===== src/rtl/mult_share_arbiter_if.sv =====
// mult_share_arbiter_if: request, multiplier and response signals of the shared-multiplier arbiter
interface mult_share_arbiter_if #(
  parameter int N_REQ = 4,
  parameter int W = 4,
  parameter int ID_W = 2
);
  logic [N_REQ-1:0] req_valid;
  logic [N_REQ-1:0] req_ready;
  logic [N_REQ*W-1:0] req_a;
  logic [N_REQ*W-1:0] req_b;
  logic [W-1:0] mul_a;
  logic [W-1:0] mul_b;
  logic [2*W-1:0] mul_p;
  logic rsp_valid;
  logic rsp_ready;
  logic [2*W-1:0] rsp_data;
  logic [ID_W-1:0] rsp_id;
  logic busy;
  modport slave (
    input req_valid, req_a, req_b, mul_p, rsp_ready,
    output req_ready, mul_a, mul_b, rsp_valid, rsp_data, rsp_id, busy
  );
  modport master (
    output req_valid, req_a, req_b, mul_p, rsp_ready,
    input req_ready, mul_a, mul_b, rsp_valid, rsp_data, rsp_id, busy
  );
endinterface


===== src/rtl/mult_share_arbiter.sv =====
// mult_share_arbiter: round-robin sharing of one signed multiplier among N_REQ requesters
module mult_share_arbiter #(
  parameter int N_REQ = 4,
  parameter int W = 4,
  parameter int ID_W = 2
) (
  input logic clk,
  input logic rst,
  mult_share_arbiter_if.slave bus
);
  typedef enum logic [1:0] {IDLE, CALC, RESP} state_t;
  state_t r_state, w_next;
  logic [ID_W-1:0] r_last, r_cur_id, r_rsp_id;
  logic [ID_W-1:0] w_grant, w_pick_hi, w_pick_lo;
  logic [W-1:0] r_op_a, r_op_b, w_a, w_b;
  logic [2*W-1:0] r_rsp_data;
  logic r_rsp_valid;
  logic w_hi_any, w_any, w_accept;
  logic [N_REQ-1:0] w_ready;
  // lowest valid index above the last grant wins, else wrap to lowest valid overall
  always_comb begin
    w_hi_any = 1'b0;
    w_pick_hi = '0;
    w_pick_lo = '0;
    for (int i = N_REQ - 1; i >= 0; i--) begin
      if (bus.req_valid[i]) w_pick_lo = ID_W'(i);
      if (bus.req_valid[i] && i > int'(r_last)) begin
        w_pick_hi = ID_W'(i);
        w_hi_any = 1'b1;
      end
    end
    w_grant = w_hi_any ? w_pick_hi : w_pick_lo;
  end
  assign w_any = |bus.req_valid;
  assign w_accept = (r_state == IDLE) && w_any;
  always_comb begin
    w_a = '0;
    w_b = '0;
    w_ready = '0;
    for (int i = 0; i < N_REQ; i++) begin
      if (w_grant == ID_W'(i)) begin
        w_a = bus.req_a[i*W +: W];
        w_b = bus.req_b[i*W +: W];
        w_ready[i] = w_accept;
      end
    end
  end
  always_comb begin
    w_next = r_state;
    if (r_state == IDLE && w_any) w_next = CALC;
    else if (r_state == CALC) w_next = RESP;
    else if (r_state == RESP && bus.rsp_ready) w_next = IDLE;
  end
  always_ff @(posedge clk) begin
    if (rst) begin
      r_state <= IDLE;
      r_last <= ID_W'(N_REQ - 1);
      r_cur_id <= '0;
      r_op_a <= '0;
      r_op_b <= '0;
      r_rsp_data <= '0;
      r_rsp_id <= '0;
      r_rsp_valid <= 1'b0;
    end else begin
      r_state <= w_next;
      if (w_accept) begin
        r_op_a <= w_a;
        r_op_b <= w_b;
        r_cur_id <= w_grant;
        r_last <= w_grant;
      end
      if (r_state == CALC) begin
        r_rsp_data <= bus.mul_p;
        r_rsp_id <= r_cur_id;
        r_rsp_valid <= 1'b1;
      end else if (r_state == RESP && bus.rsp_ready) begin
        r_rsp_valid <= 1'b0;
      end
    end
  end
  assign bus.req_ready = w_ready;
  assign bus.mul_a = r_op_a;
  assign bus.mul_b = r_op_b;
  assign bus.rsp_valid = r_rsp_valid;
  assign bus.rsp_data = r_rsp_data;
  assign bus.rsp_id = r_rsp_id;
  assign bus.busy = (r_state != IDLE);
endmodule


===== src/flat_wrapper.sv =====
// flat-port wrapper written by rule: the top's interface ports become plain ports
module mult_share_arbiter_flat 
#(
  parameter int N_REQ = 4,
  parameter int W = 4,
  parameter int ID_W = 2
)
  (clk, rst, bus_req_valid, bus_req_a, bus_req_b, bus_mul_p, bus_rsp_ready, bus_req_ready, bus_mul_a, bus_mul_b, bus_rsp_valid, bus_rsp_data, bus_rsp_id, bus_busy);
  mult_share_arbiter_if #(.N_REQ(N_REQ), .W(W), .ID_W(ID_W)) bus_i ();
  input logic clk;
  input logic rst;
  input wire logic [$bits(bus_i.req_valid)-1:0] bus_req_valid;
  input wire logic [$bits(bus_i.req_a)-1:0] bus_req_a;
  input wire logic [$bits(bus_i.req_b)-1:0] bus_req_b;
  input wire logic [$bits(bus_i.mul_p)-1:0] bus_mul_p;
  input wire logic [$bits(bus_i.rsp_ready)-1:0] bus_rsp_ready;
  output wire logic [$bits(bus_i.req_ready)-1:0] bus_req_ready;
  output wire logic [$bits(bus_i.mul_a)-1:0] bus_mul_a;
  output wire logic [$bits(bus_i.mul_b)-1:0] bus_mul_b;
  output wire logic [$bits(bus_i.rsp_valid)-1:0] bus_rsp_valid;
  output wire logic [$bits(bus_i.rsp_data)-1:0] bus_rsp_data;
  output wire logic [$bits(bus_i.rsp_id)-1:0] bus_rsp_id;
  output wire logic [$bits(bus_i.busy)-1:0] bus_busy;
  assign bus_i.req_valid = bus_req_valid;
  assign bus_i.req_a = bus_req_a;
  assign bus_i.req_b = bus_req_b;
  assign bus_i.mul_p = bus_mul_p;
  assign bus_i.rsp_ready = bus_rsp_ready;
  assign bus_req_ready = bus_i.req_ready;
  assign bus_mul_a = bus_i.mul_a;
  assign bus_mul_b = bus_i.mul_b;
  assign bus_rsp_valid = bus_i.rsp_valid;
  assign bus_rsp_data = bus_i.rsp_data;
  assign bus_rsp_id = bus_i.rsp_id;
  assign bus_busy = bus_i.busy;
  mult_share_arbiter #(.N_REQ(N_REQ), .W(W), .ID_W(ID_W)) u_core (.clk(clk), .rst(rst), .bus(bus_i));
endmodule

===== config.mk =====
export PLATFORM = sky130hd
export DESIGN_NAME = mult_share_arbiter_flat
export DESIGN_NICKNAME = d
export VERILOG_FILES = /design/src/rtl/mult_share_arbiter_if.sv /design/src/rtl/mult_share_arbiter.sv /design/src/flat_wrapper.sv
export SDC_FILE = /design/constraint.sdc
export NUM_CORES = 1
export LEC_CHECK = 0
export ABC_AREA = 1
export CORE_UTILIZATION = 41
export DETAILED_ROUTE_END_ITERATION = 10
export PLACE_DENSITY = 0.9
export SETUP_SLACK_MARGIN = 0.5
export SLEW_MARGIN = 5
export SYNTH_ARGS = -nofsm -noshare
export SYNTH_HDL_FRONTEND = slang
export SYNTH_SLANG_ARGS = --single-unit
export TNS_END_PERCENT = 10

===== constraint.sdc =====
create_clock -name clk -period 1.9 [get_ports clk]
set_clock_uncertainty 0.2 [all_clocks]
set_input_delay 0.475 -clock clk [delete_from_list [all_inputs] [get_ports clk]]
set_output_delay 0.475 -clock clk [all_outputs]
set_load 0.05 [all_outputs]

==> flow_summary.json <==
{
  "grt-ovfl-total": 0,
  "htreeDepth": 1,
  "start_util": 0.436,
  "ant_nets": 0,
  "synthMuxAreaShare": 0,
  "grt_max_degree": 17,
  "core_area_um2": 3420,
  "synthSimpleGateAreaFrac": 0.439,
  "fmax_mhz": 424,
  "gr-usage-all-layers": 0.300,
  "synth-compound-area-share": 0.125,
  "clkSinkCount": 25,
  "critPathArrivalTime_ns": 1.68,
  "ios": 71,
  "pre_cts_slack_ns": -0.673,
  "timing.final.ws_setup_ns": -0.458,
  "maxSlewViolCount": 0,
  "place_congestion": 0.783,
  "period_needed_ns": 2.36,
  "vias": 1867,
  "dr.first_iter.drc_count": 163,
  "die_w_um": 62.2,
  "antenna_found_initial": 0,
  "synthCells": 196,
  "hold_class": "input pin to flop",
  "synth_area_um2": 1490,
  "fin_util": 0.855,
  "tightest_slew_ns": 0.304,
  "yosysTopAreaCellShare": 0.336,
  "status": "finished, violations left",
  "power.leakage_nw": 1.28,
  "vias_per_cell": 5.41,
  "start_kind": "flop",
  "tns_ns": -2.39,
  "synth_area_leaders": "dfxtp_1 34%, nand3_2 10%, nand4_1 6.7%, o21ai_0 6.1%, nand2_1 6.1%",
  "syn-num-nets": 243,
  "seq_area_frac_synth": 0.336,
  "die_area_um2": 3870,
  "final_area_um2": 2920,
  "first_pass_iters": 5,
  "antenna_cells": 0,
  "layout-drive-gt1-share": 0.562,
  "die_h_um": 62.2,
  "synth_warnings": 0,
  "crit_path_end_kind": "output pin",
  "wire_per_inst_um": 17.8,
  "synth_adder_area_share": 0,
  "yosysTopAreaCell": "dfxtp_1",
  "finalSetupViolCount": 12,
  "rsz0062_at_grt": "yes",
  "ys_ff_latch": 25,
  "area_growth_pct": 96.2,
  "wl_mm": 6.14,
  "crit_required_ns": 1.22,
  "violations": "setup timing",
  "placedInstanceArea_um2": 2500,
  "final_nets": 347,
  "synth_top_family_by_area": "simple AND/OR/NAND/NOR gates",
  "syn_avg_cell_area_um2": 7.59,
  "grt_pass1_wl_mm": 9.00,
  "maxCapViolCount": 0,
  "vdd_drop_max_uv": 715,
  "power.total_mw": 2.54,
  "portBuffers": 70,
  "numCtsBuffers": 3,
  "finalHoldViolations": 0,
  "drc": 0,
  "clockRootBuffer": "clkbuf_4",
  "clock_path_buffers": 2,
  "cts_tree": "built",
  "critPathMaxFanout": 4,
  "cts.clk_slew.worst_paths_ns": 0.15,
  "layoutNonFillerInstCount": 345,
  "power_density_nw_per_um2": 871,
  "period_share": 1.24,
  "grt_pass1_vias": 1927,
  "place_hpwl_mm": 3.30,
  "insertion_delay_ns": 0.34,
  "dp.cells": 329,
  "row_count": 21,
  "criticalPathCategory": "flop to output pin",
  "hold_ws_ns": 0.220,
  "synthXorXnorAreaFrac": 0,
  "relSlewSlack": 0.797,
  "ys_types": 28
}
## state kept, by name, indices dropped and copies added, names as in the netlist
name / cells
u_core.bus.rsp_id: 2
u_core.r_cur_id: 2
u_core.bus.mul_a: 4
u_core.bus.rsp_valid: 1
u_core.r_last: 2
u_core.bus.rsp_data: 8
u_core.bus.mul_b: 4
u_core.r_state: 2
## worst max-delay path: stages, from the launching register on
cell and delay, ns:
dfxtp_4 0.41, nand2_4 0.06, nand2_4 0.08, buf_6 0.12, nand3_4 0.12, nand2_8 0.11, inv_8 0.05, nor3_4 0.23
buf_12 0.17
## power by group
group          internal, mW  total (mW)  switching (mW)
clock network        0.0809       0.255           0.174
logic                 0.710        1.58           0.871
registers             0.621       0.707          0.0857
total                  1.41        2.54            1.13
## cell usage in the layout (no fill, tap or decap), drive strengths merged, types with 2 or more instances in the layout
cell           instances
buf                   63
clkdlybuf4s50         41
nor2                  37
nand2                 32
dfxtp                 25
nand3                 25
inv                   20
o21ai                 19
nand4                 16
a21oi                  5
clkbuf                 5
o22ai                  2
clkinvlp               2
## per-layer routing
metal  global-route usage  vias to the layer above  wire length, µm
li1                     -                      871                -
met1                0.313                      880             2320
met3               0.0643                       25              341
met5                    0                        -                0
met4                0.140                        0              235
met2                0.566                       91             3250
## final timing paths
path	cells after the start	slack, ns	startpoint	end
worst max-delay path	8	-0.46	u_core.r_last[1]	bus_req_ready[0]
worst min register to register	2	0.28	u_core.r_cur_id[0]	u_core.bus.rsp_id[0]
worst min-delay path	2	0.22	rst	u_core.r_state[1]
worst max register to register	13	-0.17	u_core.r_last[1]	u_core.bus.mul_b[2]
## Yosys cell counts
master	number
a211oi_1	1
a21oi_1	4
a21oi_4	1
a31oi_1	1
buf_12	1
buf_2	3
buf_6	2
clkbuf_1	3
dfxtp_1	25
inv_1	16
inv_2	5
nand2_1	24
nand2_2	6
nand2_4	1
nand2_8	1
nand3_1	9
nand3_2	15
nand3_4	1
nand4_1	16
nor2_1	24
nor2_2	12
nor2_4	1
nor3_1	1
o211ai_1	1
o21ai_0	18
o21ai_1	1
o22ai_1	2
o31ai_4	1
## area by class of cell
| cell class | count | area (µm²) |
|---|---|---|
| well taps | 46 | 57.6 |
| clock buffers | 3 | 22.5 |
| repair buffers | 108 | 1210 |
| flip-flops and latches | 25 | 532 |
| fillers | 168 | 497 |
| clock inverters | 1 | 7.51 |
| inverters | 21 | 105 |
| multi-input cells | 141 | 988 |
## kinds of logic (layout without fill, tap and decap cells)
group / after synthesis / after routing
DFF: 25 / 25
AOI/OAI and AO/OA: 30 / 30
and+or+nand+nor: 111 / 111
buffers and inverters: 30 / 133
## timing repair
| action | CTS | global route |
|---|---|---|
| setup buffers | 9 | 3 |
| gates resized for setup | 84 | 37 |
| hold buffers | 0 | 0 |
| hold endpoints to repair | 0 | 0 |
| pin swaps | 26 | 38 |
| setup endpoints to repair | 47 | 48 |
Note: power is estimated with default switching activity, not from simulation.
